--- config.mk ---
export PLATFORM = sky130hd
export DESIGN_NAME = sram_rom_reader_flat
export DESIGN_NICKNAME = d
export VERILOG_FILES = /design/src/rtl/sram_rom_reader_if.sv /design/src/rtl/sram_rom_reader.sv /design/src/flat_wrapper.sv
export SDC_FILE = /design/constraint.sdc
export NUM_CORES = 1
export LEC_CHECK = 0
export BUFFER_PORTS_ARGS = -buffer_cell sky130_fd_sc_hd__buf_2
export CAP_MARGIN = 25
export CORE_MARGIN = 2
export CORE_UTILIZATION = 47
export DETAILED_ROUTE_END_ITERATION = 12
export PLACE_DENSITY = 0.8
export SYNTH_ARGS = -nofsm -noshare
export SYNTH_HDL_FRONTEND = slang
export SYNTH_SLANG_ARGS = --single-unit
--- constraint.sdc ---
create_clock -name clk -period 2.8 [get_ports clk]
set_input_delay 0.42 -clock clk [delete_from_list [all_inputs] [get_ports clk]]
set_output_delay 0.42 -clock clk [all_outputs]
set_load 0.05 [all_outputs]
--- src/rtl/sram_rom_reader_if.sv ---
// Bus bundle for sram_rom_reader: control, ROM read port and output stream.
// The reader side uses the master modport; the ROM/consumer/controller side uses slave.
interface sram_rom_reader_if #(
  parameter int WIDTH = 32,
  parameter int DEPTH = 1024
);
  localparam int AW = $clog2(DEPTH);
  localparam int CW = AW + 1;

  logic             start;
  logic [AW-1:0]    start_addr;
  logic [CW-1:0]    count;
  logic             busy;
  logic             done;
  logic             rom_en;
  logic [AW-1:0]    rom_addr;
  logic [WIDTH-1:0] rom_do;
  logic             out_valid;
  logic [WIDTH-1:0] out_data;
  logic             out_last;
  logic             out_ready;

  modport master (
    input  start, start_addr, count, rom_do, out_ready,
    output busy, done, rom_en, rom_addr, out_valid, out_data, out_last
  );

  modport slave (
    output start, start_addr, count, rom_do, out_ready,
    input  busy, done, rom_en, rom_addr, out_valid, out_data, out_last
  );
endinterface

--- src/rtl/sram_rom_reader.sv ---
// Streams COUNT consecutive words out of a 1-cycle-latency ROM as valid/ready,
// one word per clock when the sink keeps up.
module sram_rom_reader #(
  parameter int WIDTH = 32,
  parameter int DEPTH = 1024
) (
  input  logic                clk,
  input  logic                rst_n,
  sram_rom_reader_if.master   bus
);
  localparam int AW = $clog2(DEPTH);
  localparam int CW = AW + 1;

  typedef enum logic [1:0] {IDLE, ZERO, RUN} state_t;

  state_t        state, state_nx;
  logic [AW-1:0] addr;
  logic [CW-1:0] iss, rem;
  logic          vld, done_q;
  logic          issue, load, hs, last_hs;

  assign hs      = vld & bus.out_ready;
  assign last_hs = hs & (rem == CW'(1));

  always_ff @(posedge clk or negedge rst_n) begin
    if (!rst_n) state <= IDLE;
    else        state <= state_nx;
  end

  always_comb begin
    state_nx = state;
    issue    = 1'b0;
    load     = 1'b0;
    case (state)
      IDLE: if (bus.start) begin
        load     = 1'b1;
        state_nx = (bus.count == '0) ? ZERO : RUN;
      end
      ZERO: state_nx = IDLE;
      RUN: begin
        // Only fetch when the output slot is empty or being drained this cycle,
        // so the ROM output register doubles as the single stage of storage.
        issue = (iss != '0) & (~vld | bus.out_ready);
        if (last_hs) state_nx = IDLE;
      end
      default: state_nx = IDLE;
    endcase
  end

  always_ff @(posedge clk or negedge rst_n) begin
    if (!rst_n) begin
      addr   <= '0;
      iss    <= '0;
      rem    <= '0;
      vld    <= 1'b0;
      done_q <= 1'b0;
    end else begin
      if (load) begin
        addr <= bus.start_addr;
        iss  <= bus.count;
        rem  <= bus.count;
      end else begin
        if (issue) begin
          addr <= addr + AW'(1);
          iss  <= iss - CW'(1);
        end
        if (hs) rem <= rem - CW'(1);
      end
      vld    <= issue | (vld & ~bus.out_ready);
      done_q <= (load & (bus.count == '0)) | last_hs;
    end
  end

  // ROM_EN is gated by RUN, which reset forces away, so it is low throughout reset.
  assign bus.busy      = (state == RUN);
  assign bus.done      = done_q;
  assign bus.rom_en    = issue;
  assign bus.rom_addr  = addr;
  assign bus.out_valid = vld;
  assign bus.out_data  = bus.rom_do;
  assign bus.out_last  = vld & (rem == CW'(1));
endmodule
--- src/flat_wrapper.sv ---
// flat-port wrapper written by rule: the top's interface ports become plain ports
module sram_rom_reader_flat 
#(
  parameter int WIDTH = 32,
  parameter int DEPTH = 1024
)
  (clk, rst_n, bus_start, bus_start_addr, bus_count, bus_rom_do, bus_out_ready, bus_busy, bus_done, bus_rom_en, bus_rom_addr, bus_out_valid, bus_out_data, bus_out_last);
  sram_rom_reader_if #(.WIDTH(WIDTH), .DEPTH(DEPTH)) bus_i ();
  input  logic clk;
  input  logic rst_n;
  input wire logic [$bits(bus_i.start)-1:0] bus_start;
  input wire logic [$bits(bus_i.start_addr)-1:0] bus_start_addr;
  input wire logic [$bits(bus_i.count)-1:0] bus_count;
  input wire logic [$bits(bus_i.rom_do)-1:0] bus_rom_do;
  input wire logic [$bits(bus_i.out_ready)-1:0] bus_out_ready;
  output wire logic [$bits(bus_i.busy)-1:0] bus_busy;
  output wire logic [$bits(bus_i.done)-1:0] bus_done;
  output wire logic [$bits(bus_i.rom_en)-1:0] bus_rom_en;
  output wire logic [$bits(bus_i.rom_addr)-1:0] bus_rom_addr;
  output wire logic [$bits(bus_i.out_valid)-1:0] bus_out_valid;
  output wire logic [$bits(bus_i.out_data)-1:0] bus_out_data;
  output wire logic [$bits(bus_i.out_last)-1:0] bus_out_last;
  assign bus_i.start = bus_start;
  assign bus_i.start_addr = bus_start_addr;
  assign bus_i.count = bus_count;
  assign bus_i.rom_do = bus_rom_do;
  assign bus_i.out_ready = bus_out_ready;
  assign bus_busy = bus_i.busy;
  assign bus_done = bus_i.done;
  assign bus_rom_en = bus_i.rom_en;
  assign bus_rom_addr = bus_i.rom_addr;
  assign bus_out_valid = bus_i.out_valid;
  assign bus_out_data = bus_i.out_data;
  assign bus_out_last = bus_i.out_last;
  sram_rom_reader #(.WIDTH(WIDTH), .DEPTH(DEPTH)) u_core (.clk(clk), .rst_n(rst_n), .bus(bus_i));
endmodule
==> impl_metrics.tcl, run 1 <==
set metrics [dict create \
    drive_gt1_share_pct 21.35 \
    cts-root-buf "clkbuf_8" \
    final_cell_mix "buf_2, dfrtp_1, nor2_1, a31oi_1, or4_1" \
    synth.avg_cell_area_um2 8.903 \
    place_congestion 0.8555 \
    start_util_pct 48.82 \
    reg2reg_slack_ns 0.54 \
    drv_slew 0 \
    drcViolationCount 0 \
    cp.required_ns 2.38 \
    first_pass_iters 4 \
    peakVddDrop_mv 0.6912 \
    clock_skew_ns 0.006947 \
    grt_pass1_vias 1849 \
    p_leak_uw 0.001045 \
    die_area_um2 5483 \
    grt_overflow 0 \
    crit_end "bus_rom_en" \
    fin_crit_ns 2.493 \
    drtIter0Drc 112 \
    dp_hpwl_mm 3.731 \
    maxCapViolCount 0 \
    syn_area_um2 2306 \
    synth_seq_cells 36 \
    synth_cells 259 \
    crit_fanout 3 \
    place_area_um2 2318 \
    ys_warn_count 0 \
    critPathKind "register to output port" \
    status "completed" \
    vias_per_cell 5.862 \
    io_pins 104 \
    cts-htree-levels 2 \
    ant_nets 0 \
    busiest_layer "met2" \
    die_h_um 74.05 \
    yosysTopAreaCellShare_pct 39.07 \
    cp-start-kind "register" \
    worst_pin_slew_ns 0.8126 \
    postCtsSetupBuffers 0 \
    clock.fmax_mhz 401.0 \
    clk_latency_ns 0.30 \
    rsz0062_at_grt "no" \
    rr_endpoint "u_core.bus.rom_addr[6]" \
    fill_cells 452 \
    yosys_most_used_dff "dfrtp_1" \
    finalSetupViolations 0 \
    use_met3_pct 5.962 \
    antennaDiodeCount 0 \
    area_growth_pct 5.209 \
    grt_pass1_wl_mm 8.549 \
    hold_violations 0 \
    final_min_period_over_clock_period_pct 89.05 \
    r2r_cells 7 \
    r2r_start "u_core.iss[0]" \
    cts_resized 0 \
    gr-usage-met2_pct 31.25 \
    nets 327 \
    numPortBuffers 39 \
    die_width_um 74.05 \
    synth_area_leaders "dfrtp_1, buf_4, or4_1" \
    slew_headroom_pct 45.83 \
    synth_cell_types 42 \
    cts_tree "done" \
    tns_ns 0 \
    wl_mm 5.191 \
    met1_usage_pct 27.06 \
    cts_hold_buf 0 \
    cts_max_path_buffers 2 \
    ys_async_sr_fraction_pct 100.0 \
    cts_buffers 5 \
    vias 1958 \
    track_usage_pct 20.30 \
    min_path_type "primary input to async pin" \
    postLayoutCellArea_um2 2426 \
    cp_data_arrival_time_ns 2.07 \
    clkTransAtPathRegs_ns 0.07 \
    core_area_um2 4723 \
    grt_max_degree 40 \
    endpoint_kind "output port" \
    cts_sinks 36 \
    final_common_cell "buf_2" \
    synthesis.nets 320 \
    synth_edf_count 0 \
    cp-startpoint "u_core.iss[0]" \
    routedWlPerCell_um 15.54 \
    p_per_area_nw_per_um2 1120 \
    rows 25 \
    antenna_found_initial 0 \
    synth_area_leader_cell "dfrtp_1" \
    synth-seq-area-share_pct 39.07 \
]
cell families (layout without fill, tap and decap cells):
| group | count (synthesis) | in the layout | share of synthesized area, % |
|---|---|---|---|
| and+or+nand+nor | 105 | 105 | 26.15 |
| buffers and inverters | 51 | 59 | 14.38 |
| xor gates and xnor gates | 10 | 10 | 3.798 |
| DFF | 36 | 36 | 39.07 |
| adders and majority gates | 4 | 4 | 2.170 |
| AOI/OAI and AO/OA | 53 | 53 | 14.43 |
critical path, cell delays in order, from the launching register on:
cell and delay [ns]:
dfrtp_1 0.40, inv_1 0.11, ha_1 0.20, or4b_4 0.51
nor4_4 0.24, nor2_1 0.09, buf_2 0.23
metrics by stage:
stage	total power (µW)	utilization [%]	cells	hold WS, ns	setup WS (ns)
final	2717	51.36	334	0.2157	0.3065
after global placement	2210	49.09	326	0.5500	0.7006
after global routing	2912	51.36	334	0.2809	0.2008
after CTS	2719	51.36	334	0.2383	0.3116
after floorplan	2048	-	259	0.1244	0.3705
after detailed placement	2255	49.09	326	0.5560	0.6097
state kept, by name, summed over array words and instances, names as in the netlist:
register and count:
u_core.state 2, u_core.rem 11, u_core.iss 11, u_core.bus.out_valid 1, u_core.bus.rom_addr 10, u_core.bus.done 1
cell type report:
class | count | area, µm² | share of cell area, %
Tap cell | 67 | 83.83 | 3.455
Multi-Input combinational cell | 172 | 1079 | 44.46
Clock inverter | 2 | 35.03 | 1.444
Sequential cell | 36 | 900.9 | 37.13
Inverter | 8 | 30.03 | 1.238
Timing Repair Buffer | 43 | 225.2 | 9.283
Clock buffer | 6 | 72.57 | 2.991
metal layers:
metal,routed length [µm],up-vias
met5,0,-
met4,97,0
met3,363,17
met2,2500,71
met1,2229,933
li1,-,937
cells in the mapped netlist (4+ instances only):
cell type  instances
nor3_1             7
inv_1              7
o21ai_0           12
dfrtp_1           36
clkbuf_1           7
xor2_1             7
nor2b_1            4
nand3_1           10
o31ai_1            7
ha_1               4
a31oi_1           15
or4_1             14
or3_1              6
buf_4             33
nand2_1           13
a21oi_1           10
nor2_1            23
nand4_1            8
how the worst min path moves through the flow:
stage,start,cells past startpoint,slack [ns],to
floorplan,rst_n,0,0.12,u_core.bus.done
global placement,rst_n,1,0.55,u_core.bus.rom_addr[9]
detailed placement,rst_n,1,0.56,u_core.bus.rom_addr[7]
CTS,rst_n,1,0.24,u_core.iss[8]
global route,rst_n,1,0.28,u_core.iss[5]
finish,rst_n,1,0.22,u_core.iss[10]
where the power goes:
part | switching, µW | total, µW | internal [µW]
logic | 810 | 1240 | 434
registers | 257 | 1020 | 761
clock network | 191 | 455 | 264
total | 1260 | 2720 | 1460
No activity file was read; power rests on OpenSTA's default activity.
==> inputs of run 2 (changes only) <==
--- a/config.mk
+++ b/config.mk
@@ -7,10 +7,10 @@
 export LEC_CHECK = 0
 export BUFFER_PORTS_ARGS = -buffer_cell sky130_fd_sc_hd__buf_2
 export CAP_MARGIN = 25
-export CORE_MARGIN = 2
 export CORE_UTILIZATION = 47
 export DETAILED_ROUTE_END_ITERATION = 12
 export PLACE_DENSITY = 0.8
+export REMOVE_ABC_BUFFERS = 1
 export SYNTH_ARGS = -nofsm -noshare
 export SYNTH_HDL_FRONTEND = slang
 export SYNTH_SLANG_ARGS = --single-unit
==> impl_metrics.tcl, run 2 (synthesis results as in run 1) <==
set metrics [dict create \
    cts-htree-levels 2 \
    numPortBuffers 39 \
    nets 326 \
    drv_slew 0 \
    crit_fanout 3 \
    grt_pass1_vias 1857 \
    area_growth_pct 4.883 \
    dp_hpwl_mm 4.574 \
    cts_hold_buf 0 \
    peakVddDrop_mv 0.7467 \
    core_area_um2 4723 \
    place_congestion 0.8072 \
    cts-root-buf "clkbuf_8" \
    clk_latency_ns 0.29 \
    maxCapViolCount 0 \
    crit_chain "inv_1 -> ha_1 -> or4b_4 -> nor4_4 -> nor2_1 -> buf_2" \
    final_cell_mix "buf_2, dfrtp_1, nor2_1, a31oi_1, or4_1" \
    final_common_cell "buf_2" \
    p_leak_uw 0.001040 \
    grt_overflow 0 \
    max_stage_delay_ns 0.49 \
    wl_mm 6.331 \
    p_per_area_nw_per_um2 1116 \
    r2r_start "u_core.iss[0]" \
    die_h_um 72.05 \
    vias 2001 \
    r2r_cells 7 \
    hold_violations 0 \
    cts_resized 0 \
    routedWlPerCell_um 19.01 \
    cts_max_path_buffers 2 \
    vias_per_cell 6.009 \
    cp-startpoint "u_core.iss[0]" \
    cts_tree "done" \
    first_pass_iters 4 \
    cpMaxStageDelayCell "or4b_4" \
    drcViolationCount 0 \
    start_util_pct 48.82 \
    endpoint_kind "output port" \
    critical_path_depth 6 \
    postCtsSetupBuffers 0 \
    fin_crit_ns 2.432 \
    crit_end "bus_rom_en" \
    drtIter0Drc 192 \
    worst_pin_slew_ns 0.8048 \
    slew_headroom_pct 46.35 \
    crit_buf_inv 2 \
    die_area_um2 5190 \
    cts_sinks 36 \
    final_min_period_over_clock_period_pct 86.85 \
    rsz0062_at_grt "no" \
    rr_endpoint "u_core.bus.rom_addr[6]" \
    cp-start-kind "register" \
    clkTransAtPathRegs_ns 0.07 \
    antenna_found_initial 0 \
    cts_buffers 5 \
    status "completed" \
    clock_skew_ns 0.005185 \
    critPathKind "register to output port" \
    cp_data_arrival_time_ns 2.01 \
    cp_top_family "simple AND/OR/NAND/NOR gates" \
    track_usage_pct 25.60 \
    cp.required_ns 2.38 \
    die_width_um 72.05 \
    power.total_uw 2699 \
    drive_gt1_share_pct 21.05 \
    rows 25 \
    reg2reg_slack_ns 0.61 \
    ant_nets 0 \
    grt_max_degree 40 \
    clock.fmax_mhz 411.2 \
    tns_ns 0 \
    min_path_type "primary input to async pin" \
    io_pins 104 \
    grt_pass1_wl_mm 9.860 \
    antennaDiodeCount 0 \
    finalSetupViolations 0 \
]
[run 2: changes by cell type in the layout (fill, tap and decap cells not counted), sizes merged]
cell  delta
buf      -1
[run 2: per-stage QoR]
step,instances,hold WS [ns],setup slack [ns],instance area [µm²],util [%]
6_report,333,0.2209,0.3683,2419,51.21
5_1_grt,333,0.2755,0.2801,2419,51.21
4_1_cts,333,0.2414,0.3551,2419,51.21
3_5_place_dp,325,0.5546,0.6258,2311,48.93
3_3_place_gp,325,0.5552,0.6798,2311,48.93
2_1_floorplan,216,0.1244,0.05789,2004,-
[run 2: worst register-to-register path: stages, from the launching register on]
cell and delay, ns:
dfrtp_1 0.40, inv_1 0.10, ha_1 0.18, or4b_4 0.49
nor4_4 0.24, buf_4 0.32, nor3_1 0.09, a211o_1 0.26
[run 2: how the worst min path moves through the flow]
stage | startpoint | to | depth (start not counted)
3_5_place_dp | rst_n | u_core.rem[9] | 1
5_1_grt | rst_n | u_core.rem[9] | 1
3_3_place_gp | rst_n | u_core.rem[9] | 1
6_report | rst_n | u_core.rem[9] | 1
2_1_floorplan | rst_n | u_core.bus.done | 0
4_1_cts | rst_n | u_core.rem[9] | 1
[run 2: cell type report]
class | instances | area [µm²]
fillers | 447 | 2305
multi-input cells | 172 | 1079
flip-flops and latches | 36 | 900.9
repair buffers | 42 | 217.7
well taps | 67 | 83.83
clock buffers | 6 | 72.57
clock inverters | 2 | 35.03
inverters | 8 | 30.03
[run 2: per-layer routing]
metal	GRT usage (%)	up-vias	routed length [µm]
li1	-	927	-
met1	34.93	964	2930
met2	34.28	106	2600
met3	14.31	4	763
met4	6.318	0	37
met5	9.091	-	0
[run 2: power by group]
group          switching [µW]  internal [µW]
sequential                253            761
combinational             805            433
clock                     184            264
total                    1240           1460
